### src/rtl/tmr_vote_monitor.sv
// Registered majority voter and fault monitor for three redundant ALU lanes.
// Each lane word is {carry, result}; the voted word, health flags, per-lane
// error totals and the redundancy mode all update one clock after a valid sample.
module tmr_vote_monitor #(
  parameter int unsigned WIDTH        = 32,
  parameter int unsigned CNT_W        = 16,
  parameter int unsigned FAULT_THRESH = 4
) (
  input  logic             clk,
  input  logic             rst_n,
  input  logic             in_valid,
  input  logic [WIDTH-1:0] r1,
  input  logic [WIDTH-1:0] r2,
  input  logic [WIDTH-1:0] r3,
  input  logic             c1,
  input  logic             c2,
  input  logic             c3,
  input  logic             clr_counts,
  output logic             out_valid,
  output logic [WIDTH-1:0] voted_result,
  output logic             voted_c_out,
  output logic             err_flag,
  output logic             uncorrectable,
  output logic [2:0]       lane_fault,
  output logic [CNT_W-1:0] err_cnt1,
  output logic [CNT_W-1:0] err_cnt2,
  output logic [CNT_W-1:0] err_cnt3,
  output logic [1:0]       mode
);

  localparam int unsigned WW = WIDTH + 1;
  localparam int unsigned CW = $clog2(FAULT_THRESH + 1);
  localparam logic [CNT_W-1:0] CNT_MAX     = {CNT_W{1'b1}};
  localparam logic [CW-1:0]    CONSEC_LAST = CW'(FAULT_THRESH - 1);
  localparam logic [CW-1:0]    CONSEC_CAP  = CW'(FAULT_THRESH);

  typedef enum logic [1:0] {
    TRIPLEX = 2'd0,
    DUPLEX  = 2'd1,
    FAILED  = 2'd2
  } mode_t;

  mode_t            mode_q, mode_d;
  logic             out_valid_q, out_valid_d;
  logic [WW-1:0]    voted_q, voted_d;
  logic             err_flag_q, err_flag_d;
  logic             unc_q, unc_d;
  logic [2:0]       fault_q, fault_d;
  logic [CNT_W-1:0] cnt_q [3];
  logic [CNT_W-1:0] cnt_d [3];
  logic [CW-1:0]    consec_q [3];
  logic [CW-1:0]    consec_d [3];

  logic [WW-1:0]    w [3];
  logic [WW-1:0]    maj;
  logic [WW-1:0]    lowest;
  logic [WW-1:0]    vote;
  logic [2:0]       healthy;
  logic [2:0]       mism_raw;
  logic [2:0]       mism;
  logic [2:0]       at_last;
  logic [2:0]       retire;
  logic             any_pair_eq;
  logic             samp_unc;

  // State register: every output comes straight from a flop here.
  always_ff @(posedge clk or negedge rst_n) begin
    if (!rst_n) begin
      mode_q      <= TRIPLEX;
      out_valid_q <= 1'b0;
      voted_q     <= '0;
      err_flag_q  <= 1'b0;
      unc_q       <= 1'b0;
      fault_q     <= '0;
      cnt_q       <= '{default: '0};
      consec_q    <= '{default: '0};
    end else begin
      mode_q      <= mode_d;
      out_valid_q <= out_valid_d;
      voted_q     <= voted_d;
      err_flag_q  <= err_flag_d;
      unc_q       <= unc_d;
      fault_q     <= fault_d;
      cnt_q       <= cnt_d;
      consec_q    <= consec_d;
    end
  end

  // Vote, classify lanes and compute every next-state value.
  always_comb begin
    w[0] = {c1, r1};
    w[1] = {c2, r2};
    w[2] = {c3, r3};
    healthy     = ~fault_q;
    maj         = (w[0] & w[1]) | (w[0] & w[2]) | (w[1] & w[2]);
    any_pair_eq = (w[0] == w[1]) || (w[0] == w[2]) || (w[1] == w[2]);

    // Lowest-index unretired lane; lane 1 when nothing is left.
    if (healthy[0])      lowest = w[0];
    else if (healthy[1]) lowest = w[1];
    else if (healthy[2]) lowest = w[2];
    else                 lowest = w[0];

    vote     = lowest;
    samp_unc = 1'b0;
    mism     = '0;
    if (mode_q == TRIPLEX) begin
      vote     = maj;
      samp_unc = !any_pair_eq;
    end

    for (int k = 0; k < 3; k++) begin
      mism_raw[k] = healthy[k] && (w[k] != vote);
      at_last[k]  = (consec_q[k] == CONSEC_LAST);
    end

    case (mode_q)
      TRIPLEX: mism = mism_raw;
      DUPLEX: begin
        // A disagreement between the two survivors blames both of them.
        samp_unc = |mism_raw;
        mism     = samp_unc ? healthy : 3'b000;
      end
      default: begin
        samp_unc = 1'b1;
        mism     = mism_raw;
      end
    endcase

    retire = (mode_q != FAILED) ? (mism & at_last) : 3'b000;

    mode_d      = mode_q;
    out_valid_d = in_valid;
    voted_d     = voted_q;
    err_flag_d  = err_flag_q;
    unc_d       = unc_q;
    fault_d     = fault_q;
    cnt_d       = cnt_q;
    consec_d    = consec_q;

    if (in_valid) begin
      voted_d    = vote;
      err_flag_d = |mism;
      fault_d    = fault_q | retire;
      for (int k = 0; k < 3; k++) begin
        if (mism[k]) begin
          consec_d[k] = (consec_q[k] == CONSEC_CAP) ? CONSEC_CAP : consec_q[k] + CW'(1);
          if (cnt_q[k] != CNT_MAX) cnt_d[k] = cnt_q[k] + CNT_W'(1);
        end else begin
          consec_d[k] = '0;
        end
      end
      if (mode_q == FAILED) begin
        mode_d = FAILED;
      end else if ((mode_q == DUPLEX && samp_unc) || ($countones(fault_d) >= 2)) begin
        mode_d = FAILED;
      end else if ($countones(fault_d) == 1) begin
        mode_d = DUPLEX;
      end else begin
        mode_d = TRIPLEX;
      end
      unc_d = samp_unc || (mode_d == FAILED);
    end

    if (clr_counts) cnt_d = '{default: '0};
  end

  assign out_valid     = out_valid_q;
  assign voted_result  = voted_q[WIDTH-1:0];
  assign voted_c_out   = voted_q[WIDTH];
  assign err_flag      = err_flag_q;
  assign uncorrectable = unc_q;
  assign lane_fault    = fault_q;
  assign err_cnt1      = cnt_q[0];
  assign err_cnt2      = cnt_q[1];
  assign err_cnt3      = cnt_q[2];
  assign mode          = mode_q;

endmodule

### config.mk
export PLATFORM = sky130hd
export DESIGN_NAME = tmr_vote_monitor
export DESIGN_NICKNAME = d
export VERILOG_FILES = /design/src/rtl/tmr_vote_monitor.sv
export SDC_FILE = /design/constraint.sdc
export NUM_CORES = 1
export LEC_CHECK = 0
export CAP_MARGIN = 5
export CORE_MARGIN = 5
export CORE_UTILIZATION = 50
export CTS_CLUSTER_DIAMETER = 150
export DETAILED_ROUTE_END_ITERATION = 8
export GPL_TIMING_DRIVEN = 1
export PLACE_DENSITY = 0.82
export SLEW_MARGIN = 30
export SYNTH_ARGS = -nofsm -noshare
export SYNTH_HDL_FRONTEND = slang
export SYNTH_SLANG_ARGS = --single-unit
### constraint.sdc
create_clock -name clk -period 4.32 [get_ports clk]
set_input_delay 1.08 -clock clk [delete_from_list [all_inputs] [get_ports clk]]
set_output_delay 1.08 -clock clk [all_outputs]
set_load 0.1 [all_outputs]
After elaboration in Yosys (flattened, before gate mapping):

Index checks and enable logic that the tools add are counted.

* flip-flop bits (word level): 98
* latch bits: 0
* RAM bits: 0
* bits in read-only memories: 0
* logic and storage cells: 97
* memories: 0

* add/subtract/negate cells: 8
* $mul: 0
* div/mod/pow operators: 0
* $lt $le $gt $ge: 1
* equal/unequal tests: 20
* shift-type cells: 0
* muxes and demuxes: 26
* bitwise gates (word level): 8
* reduce and logical (&&, ||, !) cells: 22

Operator list (number)
* $mux W33: 4
* $and A33 B33 Y33: 3
* $eq A33 B33 Y1: 3
* $ne A33 B33 Y1: 3
* $mux W16: 6
* $mux W48: 2
* $or A33 B33 Y33: 2
* $add A16 B1 Y16 const B: 3
* $ne A16 B16 Y1 const B: 3
* $ge A32 B3 Y1 const B: 1
* $mux W3: 9
* $reduce_bool A2 Y1: 7
* $add A3 B1 Y3 const B: 3
* $eq A3 B2 Y1 const B: 3
* $eq A3 B3 Y1 const B: 3
* $reduce_and A3 Y1: 3
* $mux W2: 3
* $reduce_or A3 Y1: 2
* $eq A2 B2 Y1 const B: 2
* $logic_and A1 B1 Y1: 4
* $logic_or A1 B1 Y1: 4
* $add A2 B1 Y3: 1
* $and A3 B3 Y3: 1
* $eq A3 B1 Y1 const B: 1
* other kinds (9): 9

Longest topological paths before layout:

Gate-level depths: netlist (run 1).

* word-level depth: 22
* depth in mapped cells: 20
* gate-level depth less buffers: 14

Least setup slack after synthesis (run 1):

OpenSTA, ideal clock, no wires.

* path type: input port to flip-flop
* start: input port r1[25]
* end: register mode_q[0] (netlist: mode[0])
* library setup time: 0.082 ns
* data arrival time: 4.938 ns
* slack: -0.701 ns
* cell stages on the path: 16
* path through: ha_1 -> or3_1 -> clkbuf_1 -> xnor2_1 -> a21oi_1 -> or4_1 -> or4_4 -> nor4_4 -> a2111o_2 -> nor3b_4 -> buf_6 -> nand2b_1 -> nand2_1 -> fa_1 -> or3b_2 -> o22ai_1

* cells in the longest elaborated chain, start to end: 19

RTL lines
* from (decl): RTL line 12 `input logic [WIDTH-1:0] r1,`
* $mux W33 / $and A33 B33 Y33 (equally long branches): RTL line 101, 95
* $mux W33 / $or A33 B33 Y33 (equally long branches): RTL line 100, 95
* $mux W33 / $or A33 B33 Y33 (equally long branches): RTL line 99, 95
* $mux W33: RTL line 107 `if (mode_q == TRIPLEX) begin`
* $ne A33 B33 Y1: RTL line 113 `mism_raw[k] = healthy[k] && (w[k] != vote);`
* $logic_and A1 B1 Y1: RTL line 113
* $reduce_or A3 Y1: RTL line 121 `samp_unc = |mism_raw;`
* $mux W3: RTL line 122 `mism = samp_unc ? healthy : 3'b000;`
* [... 3 more ...]
* $or A3 B3 Y3: RTL line 144 `fault_d = fault_q | retire;`
* $add A1 B1 Y2 (not written as such): RTL line 155, 157
* $add A2 B1 Y3 (not written as such): RTL line 155, 157
* $ge A32 B3 Y1 / $eq A3 B1 Y1 (equally long branches): RTL line 155, 157
* $logic_or A1 B1 Y1 / $mux W1 (equally long branches): RTL line 155, 157
* $mux W2 (*): RTL line 155 `end else if ((mode_q == DUPLEX && samp_unc) || ($countones(fault_d) >= 2)) begin`
* $mux W2 (*): RTL line 153 `if (mode_q == FAILED) begin`
* $mux W2 (*): RTL line 141 `if (in_valid) begin`
* to (signal assigned): RTL line 78 `mode_q <= mode_d;`
* to (decl): RTL line 43 `mode_t mode_q, mode_d;`

Mark *: on every way between the ends. The rest lies on a longest branch, timed or not. The select of a mux whose other input is x is not followed.
A chain may end at the register's enable or synchronous reset.

Worst setup path in the final report (run 1):

* start: input port r2[22]
* end: register mode_q[0] (netlist: mode[0])

* cells in the longest elaborated chain, start to end: 19

RTL lines
* from (decl): RTL line 13 `input logic [WIDTH-1:0] r2,`
* $and A33 B33 Y33: RTL line 95 `maj = (w[0] & w[1]) | (w[0] & w[2]) | (w[1] & w[2]);`
* $or A33 B33 Y33 (2 in a row): RTL line 95
* $mux W33: RTL line 107
* $ne A33 B33 Y1: RTL line 113
* $logic_and A1 B1 Y1: RTL line 113
* $reduce_or A3 Y1: RTL line 121
* $mux W3: RTL line 122
* $mux W3: RTL line 117 `case (mode_q)`
* [... 2 more ...]
* $or A3 B3 Y3: RTL line 144
* $add A1 B1 Y2 (not written as such): RTL line 155, 157
* $add A2 B1 Y3 (not written as such): RTL line 155, 157
* $ge A32 B3 Y1 / $eq A3 B1 Y1 (equally long branches): RTL line 155, 157
* $logic_or A1 B1 Y1 / $mux W1 (equally long branches): RTL line 155, 157
* $mux W2 (*): RTL line 155
* $mux W2 (*): RTL line 153
* $mux W2 (*): RTL line 141

Marked as above.

==> results of run 1 <==
-- power by group through the flow --
stage	sequential (mW)	combinational (mW)	clock (mW)
after floorplan	2.62	2.14	0
after global placement	1.26	6.14	0
after detailed placement	1.28	6.17	0
after CTS	1.26	6.41	0.873
after global routing	1.29	6.97	0.919
final	1.27	6.79	0.881
-- logic make-up (layout without fill, tap and decap cells) --
family	count (synthesis)	in the layout
buf+inv	115	610
fa+ha+maj	112	112
mux	57	57
flops	98	98
compound gates	350	351
simple gates	486	486
xor+xnor	64	64
-- stage by stage --
| stage | cell area (um^2) | utilization |
|---|---|---|
| 2_1_floorplan | 10800 | - |
| 3_3_place_gp | 15300 | 0.726 |
| 3_5_place_dp | 15300 | 0.726 |
| 4_1_cts | 16100 | 0.766 |
| 5_1_grt | 16500 | 0.784 |
| 6_report | 16500 | 0.784 |
-- worst max-delay path, stage by stage --
cell,delay [ns]
buf_2,0.13
buf_6,0.14
ha_1,0.23
nor3_4,0.20
xnor2_2,0.12
nor3_2,0.19
buf_4,0.16
o221ai_1,0.11
or4_4,0.56
nor4_4,0.30
a21oi_2,0.11
nor3_2,0.26
nor2_2,0.10
a211o_1,0.30
fa_1,0.49
or3b_4,0.38
o22ai_2,0.12
-- registers in the layout, indices dropped and copies added (netlist names) --
register       count
out_valid          1
voted_q           33
uncorrectable      1
err_cnt3          16
consec_q           9
err_cnt2          16
lane_fault         3
err_cnt1          16
err_flag           1
mode               2
-- worst max-delay path by stage --
| stage | to | cells past startpoint | slack, ns | from |
|---|---|---|---|---|
| 2_1_floorplan | mode[0] | 16 | -0.63 | r2[25] |
| 6_report | mode[0] | 17 | -0.41 | r2[22] |
| 3_3_place_gp | mode[0] | 15 | -1.28 | r3[25] |
| 4_1_cts | mode[0] | 16 | -0.42 | r1[25] |
| 5_1_grt | mode[0] | 17 | -0.49 | r2[22] |
| 3_5_place_dp | mode[0] | 15 | -1.36 | r3[25] |
-- final cells by class --
cell class	instances	area (um^2)	area share
multi-input combinational	1070	8700	0.526
clock inverter	7	81.3	0.00492
clock buffer	9	225	0.0136
timing repair buffer	561	4610	0.279
sequential	98	2450	0.148
tap	275	344	0.0208
inverter	33	124	0.00749
-- synth_stat cells (10+ instances only) --
| cell type | count |
|---|---|
| o22ai_1 | 21 |
| nand2b_1 | 35 |
| o31ai_1 | 21 |
| nor3_1 | 57 |
| and3_1 | 23 |
| ha_1 | 111 |
| and2_1 | 23 |
| buf_2 | 32 |
| a21o_1 | 11 |
| nand4_1 | 32 |
| xnor2_1 | 36 |
| nand2_1 | 63 |
| a21oi_1 | 89 |
| nor2_1 | 70 |
| xor2_1 | 28 |
| or3_1 | 14 |
| o21ai_0 | 39 |
| a221oi_1 | 17 |
| or4_1 | 21 |
| mux2i_1 | 20 |
| clkbuf_1 | 40 |
| inv_1 | 33 |
| dfrtp_1 | 98 |
| a31oi_1 | 15 |
| mux2_2 | 28 |
| a211oi_1 | 10 |
| o221ai_1 | 10 |
| nand3_1 | 49 |
| nor4_1 | 36 |
| a22o_1 | 10 |
| nor2b_1 | 25 |
-- repair_timing --
item                       in CTS  in global routing
setup endpoints to repair      63                 44
gates resized for setup       223                129
setup buffers                  12                  9
pin swaps                      46                 56
gates cloned                    0                  1
-- layer usage --
metal  GRT usage  vias to the layer above
met5           0                        -
met4       0.233                        0
met3      0.0940                      320
met2       0.665                     1187
met1       0.571                     6531
li1            -                     5918
==> reports/qor.yml, run 1 <==
yosys:
  ys_seq_elements: 98
  async_flop_share: 1.00
  synth_top_family_by_area: "simple AND/OR/NAND/NOR gates"
  synthAdderAreaFrac: 0.131
  yosys.cell_types.count: 90
  netlist_area_um2: 10700
  ys_seq_area_frac: 0.229
  synth_area_leaders: "dfrtp_1 (23%), ha_1 (13%), a21oi_1 (4.2%)"
  synth_ff_type: "dfrtp_1"
  synthCells: 1282
  synth_compound_area_frac: 0.227
  avgSynthCellArea_um2: 8.37
  synth-edff-count: 0
  yosys.area_share.simple: 0.255
  synth_xor_area_frac: 0.0523
  yosys_warnings: 0
  yosysTopAreaCellShare: 0.229
  synth_fp_nets: 1497
  synth_area_leader_cell: "dfrtp_1"
  synthMuxAreaShare: 0.0589
die:
  num_io_pins: 192
  die_width_um: 156
  initial_core_util: 0.509
  row_count: 53
  core_um2: 21100
  die-area_um2: 24500
  chipHeight_um: 156
timing:
  worst_slew_pin_slew_ns: 1.02
  finalSetupTns_ns: -0.952
  whs_ns: 0.515
  hold_violations: 0
  slew_viol_final: 0
  finClkSkew_ns: 0.0224
  setup_viol_count_final: 3
  min_period_ns: 4.73
  relSlewSlack: 0.315
  post-route-period-util: 1.10
  fin_ws_ns: -0.412
  rsz0062_at_grt: "yes"
  timing.fmax_mhz: 211
power_and_ir_drop:
  totalPowerFinal_mw: 8.94
  combPwrFrac: 0.760
  seqPwrFrac: 0.142
  powerDensity_nw_per_um2: 540
  p_int_mw: 4.07
  clkPwrFrac: 0.099
  power_leakage_nw: 7.30
  switching_share: 0.545
  ir_worst_vdd_mv: 0.531
  p_sw_mw: 4.87
status:
  violations: "negative setup slack"
  status: "finished with violations"
clock_tree:
  clk_pin_slew_ns: 0.09
  cts_tree: "built"
  root_buffer: "clkbuf_16"
  cts_htree_levels: 3
  postCtsHoldBufs: 0
  cts.sink_count: 98
  clk_path_buf_depth: 2
  numCtsBuffers: 9
  insertion_delay_ns: 0.37
critical_path:
  crit_required_ns: 4.59
  reg2reg_to: "mode[0]"
  r2r_start: "lane_fault[1]"
  critPathKind: "in -> reg"
  r2r_setup_slack_ns: -0.30
  worst-path-max-fanout: 7
  reg2reg_depth: 16
  cp-start-kind: "primary input"
  worstPathArrival_ns: 5.00
  crit_path_end_kind: "flop"
finish:
  area_delta_synth_final_pct: 54.2
  n_fill_cell: 1370
  drive_above_1_share: 0.359
  final_cell_mix: "buf_4 (362), clkdlybuf4s50_1 (99), dfrtp_1 (96)"
  antenna_cells: 0
  nets: 1988
  stdcell_count: 2053
  final_common_cell: "buf_4"
route:
  wl_met1_um: 20600
  ant_nets: 0
  routed-wl-met3_um: 6900
  drc: 0
  drt-vias-per-instance: 6.80
  vias: 14000
  wl_per_cell_um: 27.1
  routed-wl-met2_um: 23900
  first_iter_violations: 1896
  first_pass_iters: 6
  drt_wl_total_um: 55600
  top_layer_used: "met4"
min_path:
  hp-class: "reg -> reg"
  min_to: "voted_q[7]"
  hp-start: "voted_q[7]"
  holdPathStages: 1
placement:
  dp_slack_ns: -1.36
  dp_hpwl_um: 42100
  placedCellCount: 2016
  place_congestion: 1.10
  port_buffers: 191
run:
  maxCapViolations: 0
global_route:
  grt_first_pass_wirelength_um: 81400
  grt_usage: 0.433
  antenna_found_initial: 0
  grt_pass1_vias: 13600
  grt_overflow: 0
  grt_max_degree: 65
No activity file was read; power rests on OpenSTA's default activity.
==> run 2, diff against run 1 <==
--- a/config.mk
+++ b/config.mk
@@ -5,6 +5,7 @@
 export SDC_FILE = /design/constraint.sdc
 export NUM_CORES = 1
 export LEC_CHECK = 0
+export ABC_CLOCK_PERIOD_IN_PS = 4320
 export CAP_MARGIN = 5
 export CORE_MARGIN = 5
 export CORE_UTILIZATION = 50
==> results of run 2 <==
Same layout as run 1: the final DEF is identical, and so are final timing and power.
==> run 3, diff against run 2 <==
--- a/config.mk
+++ b/config.mk
@@ -11,7 +11,7 @@
 export CORE_UTILIZATION = 50
 export CTS_CLUSTER_DIAMETER = 150
 export DETAILED_ROUTE_END_ITERATION = 8
-export GPL_TIMING_DRIVEN = 1
+export MAX_ROUTING_LAYER = met4
 export PLACE_DENSITY = 0.82
 export SLEW_MARGIN = 30
 export SYNTH_ARGS = -nofsm -noshare
==> run 3 against run 2 <==
Effect of this change: the run still ends with negative setup slack left; first-iteration DRC count shrank 3.4%; routed wire length is 1.8% lower; setup slack got worse by 0.036 ns; die area stayed put; sequential share of layout area decreased by 0.18 points; maximum frequency is 0.76% lower; highest routed layer unchanged.
==> reports/qor.yml, run 3 (same netlist as run 1, synthesis figures left out) <==
clock_tree:
  clk_path_buf_depth: 2  # unchanged
  clk_pin_slew_ns: 0.09  # about the same
  postCtsHoldBufs: 0  # unchanged
  cts_htree_levels: 3  # unchanged
  insertion_delay_ns: 0.36  # about the same
  cts_tree: "built"
  numCtsBuffers: 9  # unchanged
  cts.sink_count: 98  # unchanged
  root_buffer: "clkbuf_16"
timing:
  timing.fmax_mhz: 210  # -0.76%
  hold_violations: 0  # unchanged
  finalSetupTns_ns: -1.33  # -0.380 ns
  slew_viol_final: 0  # unchanged
  finClkSkew_ns: 0.0171  # -0.00532 ns
  rsz0062_at_grt: "yes"
  min_period_ns: 4.77  # +0.0361 ns
  setup_viol_count_final: 13  # +10
  relSlewSlack: 0.306  # -0.00948
  fin_ws_ns: -0.448  # -0.0361 ns
  worst_slew_pin_slew_ns: 1.04  # +0.0142 ns
  post-route-period-util: 1.10  # +0.00836
finish:
  post-route-util: 0.794  # +0.00967
  final_common_cell: "buf_4"
  largest_register_ff_count: 33  # unchanged
  final_cell_mix: "buf_4 (360), dfrtp_1 (96), clkdlybuf4s50_1 (89)"
  largest-register: "voted_q"
  drive_above_1_share: 0.361  # +0.00148
  n_fill_cell: 1413  # +3.1%
  area_delta_synth_final_pct: 56.1
  nets: 1989  # +0.050%
global_route:
  grt_pass1_vias: 13400  # -1.8%
  grt_overflow: 0  # unchanged
  grt_max_degree: 64  # -1.5%
  grt_first_pass_wirelength_um: 79800  # -2.0%
  antenna_found_initial: 2  # +2
  grt_usage: 0.437  # +0.00401
route:
  vias: 13900  # -0.54%
  drc: 0  # unchanged
  wl_per_cell_um: 26.5  # -2.0%
  drt-vias-per-instance: 6.75  # -0.74%
  first_iter_violations: 1832  # -3.4%
  drt_wl_total_um: 54600  # -1.8%
  first_pass_iters: 6  # unchanged
  ant_nets: 0  # unchanged
critical_path:
  worstPathCellList: "clkdlybuf4s50_1 > buf_4 > mux2_2 > nor2_4 > o21ai_2 > xnor2_1 > buf_4 > nand4_1 > nor4_4 > a21oi_2 > nor3_2 > nor2_2 > a211o_1 > fa_2 > or3b_4 > o22ai_2"
  max_stage_delay_ns: 0.55  # about the same
  cp-start-kind: "primary input"
  crit_path_end_kind: "flop"
  crit_required_ns: 4.59  # about the same
  worstPathArrival_ns: 5.04  # +0.04 ns
  critPathKind: "in -> reg"
  crit_slowest_cell: "fa_2"
  cpMostUsedCell: "buf_4"
  worst-path-max-fanout: 3  # -4
die:
  core_um2: 21100  # unchanged
  chipHeight_um: 156  # unchanged
  row_count: 53  # unchanged
  die-area_um2: 24500  # unchanged
  initial_core_util: 0.509  # unchanged
  die_width_um: 156  # unchanged
  num_io_pins: 192  # unchanged
power_and_ir_drop:
  powerDensity_nw_per_um2: 535  # -0.92%
  power_leakage_nw: 7.50  # +2.8%
  ir_worst_vdd_mv: 0.523  # -1.5%
status:
  status: "finished with violations"
  violations: "negative setup slack"
placement:
  dp_hpwl_um: 41700  # -0.96%
  port_buffers: 191  # unchanged
  place_congestion: 1.17  # +6.6%
run:
  maxCapViolations: 0  # unchanged
min_path:
  hp-class: "reg -> reg"
-- run 3: cell types whose count changed in the layout (fill, tap and decap cells not counted), moves of 4 or more --
cell,previous run,this run
dlygate4sd2_1,37,28
ha_1,72,68
clkdlybuf4s50_1,99,89
clkbuf_2,19,11
buf_6,7,20
clkdlybuf4s15_1,0,5
dlymetal6s2s_1,15,32
-- run 3: final cells by class --
| class | count | area [um^2] | area share |
|---|---|---|---|
| well taps | 275 | 344 | 0.0205 |
| repair buffers | 562 | 4760 | 0.284 |
| flip-flops and latches | 98 | 2450 | 0.147 |
| clock buffers | 9 | 225 | 0.0134 |
| clock inverters | 7 | 92.6 | 0.00553 |
| inverters | 33 | 124 | 0.00740 |
| diodes | 3 | 7.51 | 0.000448 |
| multi-input cells | 1070 | 8740 | 0.522 |
-- run 3: timing repair --
item / CTS / global route
setup endpoints to repair: 63 / 51
gates cloned: 1 / 0
buffers inserted: 12 / 16
gates resized for setup: 201 / 205
pin swaps: 38 / 65
hold endpoints to repair: 0 / 0
-- run 3: worst paths after layout --
path,endpoint,start,cells past startpoint,slack [ns]
hold reg to reg,voted_q[19],voted_q[19],1,0.49
hold / removal,voted_q[19],voted_q[19],1,0.49
setup reg to reg,mode[0],lane_fault[0],15,-0.34
setup / recovery,mode[0],r3[20],16,-0.45
max in group asynchronous,err_cnt1[13],rst_n,2,2.65
min in group asynchronous,voted_q[25],rst_n,1,0.76
-- run 3: routing by layer --
metal	GRT usage	wire length, um
met2	0.661	24100
met5	-	0
met4	0.203	3480
met1	0.560	20400
met3	0.0965	6600
-- run 3: stage by stage --
step / hold slack [ns] / instances / worst slack, ns / instance area, um^2 / total power [mW]
2_1_floorplan: 0.484 / 1282 / -0.627 / 10800 / 4.75
3_3_place_gp: 0.460 / 2010 / -1.40 / 15300 / 7.38
3_5_place_dp: 0.471 / 2010 / -1.47 / 15300 / 7.44
4_1_cts: 0.491 / 2038 / -0.446 / 16000 / 8.52
5_1_grt: 0.506 / 2056 / -0.552 / 16700 / 9.22
6_report: 0.493 / 2057 / -0.448 / 16700 / 8.96
-- run 3: where the power goes --
part | internal, mW | leakage, nW | switching [mW]
combinational | 2.56 | 6.10 | 4.24
sequential | 1.13 | 1.25 | 0.129
clock | 0.467 | 0.156 | 0.433
total | 4.16 | 7.50 | 4.80
-- run 3: critical path, delay by kind of cell --
kind / cells / cell delay [ns]
buffers and inverters: 3 / 0.81
AO/OA/AOI/OAI: 4 / 0.63
multiplexers: 1 / 0.30
adder cells (fa/ha/maj): 1 / 0.55
XOR/XNOR: 1 / 0.16
AND/OR/NAND/NOR: 6 / 1.50
